==> src/rtl/reg_read_arbiter_pkg.sv <==
// Shared CPU constants for the register read path: register file geometry,
// the fixed requester indices, and a small helper for round-robin arithmetic.
package reg_read_arbiter_pkg;

    localparam int REG_DATA_W = 16;
    localparam int REG_SEL_W  = 4;

    // Requester slots on the shared register read mux.
    localparam int REQ_ALU_A = 0;
    localparam int REQ_ALU_B = 1;
    localparam int REQ_PEEK  = 2;

    // Slot reached by stepping 'offset' places after 'base' in a ring of 'n'.
    function automatic int rr_slot(input int base, input int offset, input int n);
        return (base + offset) % n;
    endfunction

endpackage

==> src/rtl/reg_read_arbiter_rr_pick.sv <==
// Combinational round-robin priority picker: the search starts one slot after
// ptr and wraps, so the most recent winner has the lowest priority.
module reg_read_arbiter_rr_pick
    import reg_read_arbiter_pkg::*;
#(
    parameter int N     = 3,
    parameter int IDX_W = 2
) (
    input  logic [N-1:0]     req,
    input  logic [IDX_W-1:0] ptr,
    output logic [N-1:0]     gnt,
    output logic [IDX_W-1:0] idx,
    output logic             any
);

    // First set request bit after ptr wins; gnt is one-hot or zero.
    always_comb begin
        int           slot;
        logic [N-1:0] shifted;
        // NOTE: every output and temporary gets a default before the search,
        // so no path leaves a value unassigned and no latch is inferred.
        gnt     = '0;
        idx     = '0;
        any     = 1'b0;
        slot    = 0;
        shifted = '0;
        for (int k = 1; k <= N; k++) begin
            slot    = rr_slot(int'(ptr), k, N);
            shifted = req >> slot;
            if (!any && shifted[0]) begin
                any = 1'b1;
                idx = IDX_W'(slot);
                gnt = N'(1) << slot;
            end
        end
    end

endmodule

==> src/rtl/reg_read_arbiter.sv <==
// Shares the 16:1 register-select read mux between the ALU operand ports and
// the register-peek port. Round-robin issue stage drives mux_sel; the response
// stage captures mux_data one cycle later and holds it under backpressure.
module reg_read_arbiter
    import reg_read_arbiter_pkg::*;
#(
    parameter int N_REQ  = REQ_PEEK + 1,
    parameter int DATA_W = REG_DATA_W,
    parameter int SEL_W  = REG_SEL_W,
    parameter int ID_W   = 2
) (
    input  logic                   clk,
    input  logic                   reset_n,
    input  logic [N_REQ-1:0]       req_valid,
    input  logic [N_REQ*SEL_W-1:0] req_addr,
    output logic [N_REQ-1:0]       req_ready,
    output logic [SEL_W-1:0]       mux_sel,
    input  logic [DATA_W-1:0]      mux_data,
    output logic                   resp_valid,
    output logic [DATA_W-1:0]      resp_data,
    output logic [ID_W-1:0]        resp_id,
    input  logic                   resp_ready
);

    if (N_REQ < 2 || N_REQ > 8) begin : g_bad_n_req
        $error("reg_read_arbiter: N_REQ must be in 2..8");
    end
    if (ID_W < $clog2(N_REQ)) begin : g_bad_id_w
        $error("reg_read_arbiter: ID_W too small to index N_REQ requesters");
    end

    logic              issue_v;
    logic [ID_W-1:0]   issue_id;
    logic [ID_W-1:0]   rr_ptr;

    logic [N_REQ-1:0]  pick_gnt;
    logic [ID_W-1:0]   pick_idx;
    logic              pick_any;

    logic              resp_free;
    logic              issue_adv;
    logic              issue_free;
    logic              grant;
    logic [SEL_W-1:0]  grant_addr;

    // A stage can accept new work when it is empty or is handing off this cycle.
    assign resp_free  = !resp_valid || resp_ready;
    assign issue_adv  = issue_v && resp_free;
    assign issue_free = !issue_v || issue_adv;

    reg_read_arbiter_rr_pick #(
        .N     (N_REQ),
        .IDX_W (ID_W)
    ) u_pick (
        .req (req_valid),
        .ptr (rr_ptr),
        .gnt (pick_gnt),
        .idx (pick_idx),
        .any (pick_any)
    );

    // Ready is held low during reset so nothing looks granted while the
    // pipeline is being cleared.
    assign grant     = pick_any && issue_free && reset_n;
    assign req_ready = grant ? pick_gnt : '0;

    // Select the winner's register index out of the flattened address bus.
    always_comb begin
        grant_addr = '0;
        for (int i = 0; i < N_REQ; i++) begin
            if (pick_idx == ID_W'(i)) begin
                grant_addr = req_addr[i*SEL_W +: SEL_W];
            end
        end
    end

    // Issue stage: latch the winner's select and id, advance the rr pointer.
    always_ff @(posedge clk or negedge reset_n) begin
        if (!reset_n) begin
            mux_sel  <= '0;
            issue_v  <= 1'b0;
            issue_id <= '0;
            rr_ptr   <= ID_W'(N_REQ - 1);
        end else if (grant) begin
            // NOTE: non-blocking assignments keep every register in this
            // pipeline updating from the same pre-edge values.
            mux_sel  <= grant_addr;
            issue_id <= pick_idx;
            issue_v  <= 1'b1;
            rr_ptr   <= pick_idx;
        end else if (issue_adv) begin
            issue_v  <= 1'b0;
        end
    end

    // Response stage: capture mux data at the end of the issue cycle and hold
    // it until the consumer takes it.
    always_ff @(posedge clk or negedge reset_n) begin
        if (!reset_n) begin
            resp_valid <= 1'b0;
            resp_data  <= '0;
            resp_id    <= '0;
        end else if (issue_adv) begin
            resp_valid <= 1'b1;
            resp_data  <= mux_data;
            resp_id    <= issue_id;
        end else if (resp_valid && resp_ready) begin
            resp_valid <= 1'b0;
        end
    end

endmodule

==> config.mk <==
export PLATFORM = sky130hd
export DESIGN_NAME = reg_read_arbiter
export DESIGN_NICKNAME = d
export VERILOG_FILES = /design/src/rtl/reg_read_arbiter_pkg.sv /design/src/rtl/reg_read_arbiter_rr_pick.sv /design/src/rtl/reg_read_arbiter.sv
export SDC_FILE = /design/constraint.sdc
export NUM_CORES = 1
export LEC_CHECK = 0
export CAP_MARGIN = 20
export CORE_MARGIN = 2
export CORE_UTILIZATION = 47
export CTS_CLUSTER_DIAMETER = 200
export DETAILED_ROUTE_END_ITERATION = 6
export MAX_ROUTING_LAYER = met4
export PLACE_DENSITY = 0.85
export SETUP_SLACK_MARGIN = 0.4
export SLEW_MARGIN = 30
export SYNTH_ARGS = -nofsm -noshare
export SYNTH_HDL_FRONTEND = slang
export SYNTH_SLANG_ARGS = --single-unit
==> constraint.sdc <==
create_clock -name clk -period 6.55 [get_ports clk]
set_clock_uncertainty 0.15 [all_clocks]
set_input_delay 0.655 -clock clk [delete_from_list [all_inputs] [get_ports clk]]
set_output_delay 0.655 -clock clk [all_outputs]
set_load 0.02 [all_outputs]
==> key figures <==
Clocking
  • CTS tree: done
  • Sink Count: 27
  • CTS Hold Bufs: 0
  • TritonCTS Buffers: 3
  • CTS root buffer: clkbuf_4
  • Worst-Skew Late Latency: 0.34 ns
  • Reg clk slew, reported paths: 0.15 ns
  • CTS max path bufs: 2
  • CTS H-Tree Depth: 1
  • Post-CTS Setup Inserts: 0
  • Post-cts gate resize count: 0

Finish
  • Commonest non-fill, non-tap cell in the layout: clkdlybuf4s50_1
  • Antenna Cells: 0
  • Layout area overhead: 40.79%
  • Most frequent cells in the layout: 59 x clkdlybuf4s50_1, 26 x dfrtp_1, 18 x mux2_2
  • Final #Nets: 234
  • Final Util: 0.6758
  • Share of cells above drive strength 1: 0.1737
  • Fillcell total: 262
  • Seq. cell area: 676.9 sq um
  • Final Non-Filler Cells: 236
  • Area of the multi-input gates: 827.0 sq um

Job
  • Max_cap viols: 0

Floorplan
  • Die extent in y: approximately 62 um
  • Starting Density: 0.4800
  • CORE AREA: 0.003284 sq mm
  • Die area: 0.003833 sq mm
  • Site Rows: 21
  • IO Pins: 60
  • Die width: 61.92 um

Synthesis
  • Seq cells post-synth: 27
  • Syn Nets: between 150 and 200
  • Synth cell types: 37
  • Part of the Yosys area used for sequential elements: 0.4294
  • Syn avg cell area: 12.03 sq um
  • Number of synthesis warnings: 0
  • Post-Syn Area: ~0.0016 sq mm
  • Synth Instances: 131

Global route
  • Global-route usage over all layers: 0.1917
  • First-pass GRT wire length: about 5000 um
  • Pin count of the biggest net entering global routing: 30
  • Initial antenna violation count: 0
  • Number of global-route vias before repair: 1175
  • Remaining Overflow, GRT: 0

Timing
  • RSZ-0062 raised after global routing: no
  • Worst-margin pin slew: 0.7125 ns
  • Final hold vios: 0
  • Final Cycle Share: 0.7433
  • Fin Setup TNS: 0 ns
  • Final setup violation count: 0
  • Final Critical Period: 4.869 ns
  • Max-slew violation count: 0
  • FMAX: 0.2054 GHz
  • Slew HR: 0.5239
  • WHS: 0.3463 ns

Worst setup path
  • Max Fanout on Critical Path: 12
  • Req. time, crit path: 5.74 ns
  • WS Path Type: flip-flop to primary output
  • Critical path startpoint category: flip-flop
  • Crit path DAT: roughly 4 ns
  • CP endpoint kind: primary output

Detailed routing
  • DRT Pass-1 Iters: 4
  • Post-DR wirelength/cell: approximately 15 um
  • Antenna Violating Nets Remaining: 0
  • Drc violations: 0
  • Routed via count: 1231
  • Final WL: 3452 um
  • DRT iter0 DRCs: 31
  • Vias per cell: 5.216

Hold path
  • Hold Path Class: flip-flop to flip-flop

Place
  • Dpl cells: 232
  • RePlAce Congestion: 0.8442
  • Port Buffer Count: roughly 60
  • DPL Wire Length: 2789 um

Outcome
  • Status: completed

Power
  • Pleak: 0.8965 nW
  • VDD IR max: 313.7 uV
  • Pwr Density: between 500 and 600 mW/mm^2
state kept, by name (all words and copies together) (netlist names):
name	count
resp_data	16
mux_sel	4
issue_v	1
resp_id	2
resp_valid	1
issue_id	2
rr_ptr	1
metal layers:
| metal | track usage | wire, um |
|---|---|---|
| met5 | - | 0 |
| met4 | 0.09119 | 66 |
| met3 | 0.03727 | 227 |
| met2 | 0.3158 | 1695 |
| met1 | 0.2249 | 1463 |
final timing paths:
path / cells past startpoint / slack, ns / to / startpoint
setup / recovery: 11 / 1.68 / req_ready[2] / rr_ptr[1]
hold / removal: 2 / 0.35 / resp_id[0] / resp_id[0]
setup reg to reg: 10 / 3.03 / mux_sel[0] / rr_ptr[1]
hold reg to reg: 2 / 0.35 / resp_id[0] / resp_id[0]
max in group asynchronous: 2 / 5.42 / rr_ptr[1] / reset_n
min in group asynchronous: 2 / 0.52 / resp_data[14] / reset_n
synth_stat cells:
cell        n  area [sq um]
and2_1      2         12.51
or3_1       1         6.260
a311o_1     1         10.01
a21oi_1     1         5.000
a21boi_1    1         7.510
clkbuf_1    1         3.750
nor3_2      1         10.01
o21ai_0     4         20.02
a21bo_4     1         16.27
nand3b_1    4         30.03
nor2_1      1         3.750
nor2b_1     5         31.28
dfrtp_1    26         650.6
nand2b_1    3         18.77
mux2i_1     3         30.03
nor2_2      1         6.260
a22oi_4     1         21.27
o21a_1      2         15.01
nor3_1      1         5.000
mux2i_4     1         22.52
nand4b_1    1         8.760
ha_1        9         112.6
a221oi_1    4         35.03
inv_1       8         30.03
o311ai_4    1         26.28
mux2i_2     2         27.53
nand3_1     1         5.000
o31ai_1     1         7.510
buf_2       1         5.000
dfstp_2     1         26.28
buf_6       3         33.78
a211oi_1    3         22.52
nand2_1    10         37.54
o2bb2ai_1   4         35.03
mux2_2     18         202.7
a211oi_4    1         20.02
nor3b_1     2         15.01
final cells by class:
cell class	count	area share
multi-input combinational	91	0.3726
sequential	27	0.3050
timing repair buffer	60	0.2694
tap	46	0.02593
inverter	8	0.01353
clock buffer	3	0.01015
clock inverter	1	0.003382
logic make-up (layout without fill, tap and decap cells):
| kind of cell | Yosys count | in the layout | synth area share |
|---|---|---|---|
| and+or+nand+nor | 33 | 33 | 0.1206 |
| muxes | 24 | 24 | 0.1794 |
| DFF | 27 | 27 | 0.4294 |
| adders and majority gates | 9 | 9 | 0.07143 |
| AOI/OAI and AO/OA | 25 | 25 | 0.1532 |
| buffers and inverters | 13 | 72 | 0.04603 |
worst max-delay path: stages, from the launching register on:
cell and delay, ns:
dfstp_2 0.63, inv_1 0.10, ha_1 0.44, nand3b_1 0.23, ha_1 0.29, nand3b_1 0.18, mux2i_2 0.30, and2_1 0.37
mux2i_4 0.37, nand2b_1 0.14, inv_1 0.08, clkdlybuf4s50_1 0.60
stage by stage:
stage / worst slack (ns) / area (sq um) / power [mW]
2_1_floorplan: 2.659 / 1577 / 0.8414
3_3_place_gp: 2.214 / 2190 / 1.052
3_5_place_dp: 2.081 / 2190 / 1.083
4_1_cts: 1.678 / 2220 / 1.156
5_1_grt: 1.411 / 2220 / 1.233
6_report: 1.681 / 2220 / 1.146
power by group:
part / leakage, nW / switching [mW] / internal, mW / total, mW
clock network: 0.0139 / 0.0485 / 0.0234 / 0.0720
registers: 0.315 / 0.0485 / 0.253 / 0.301
logic: 0.567 / 0.394 / 0.378 / 0.772
Power figures use the tool's default switching activity.
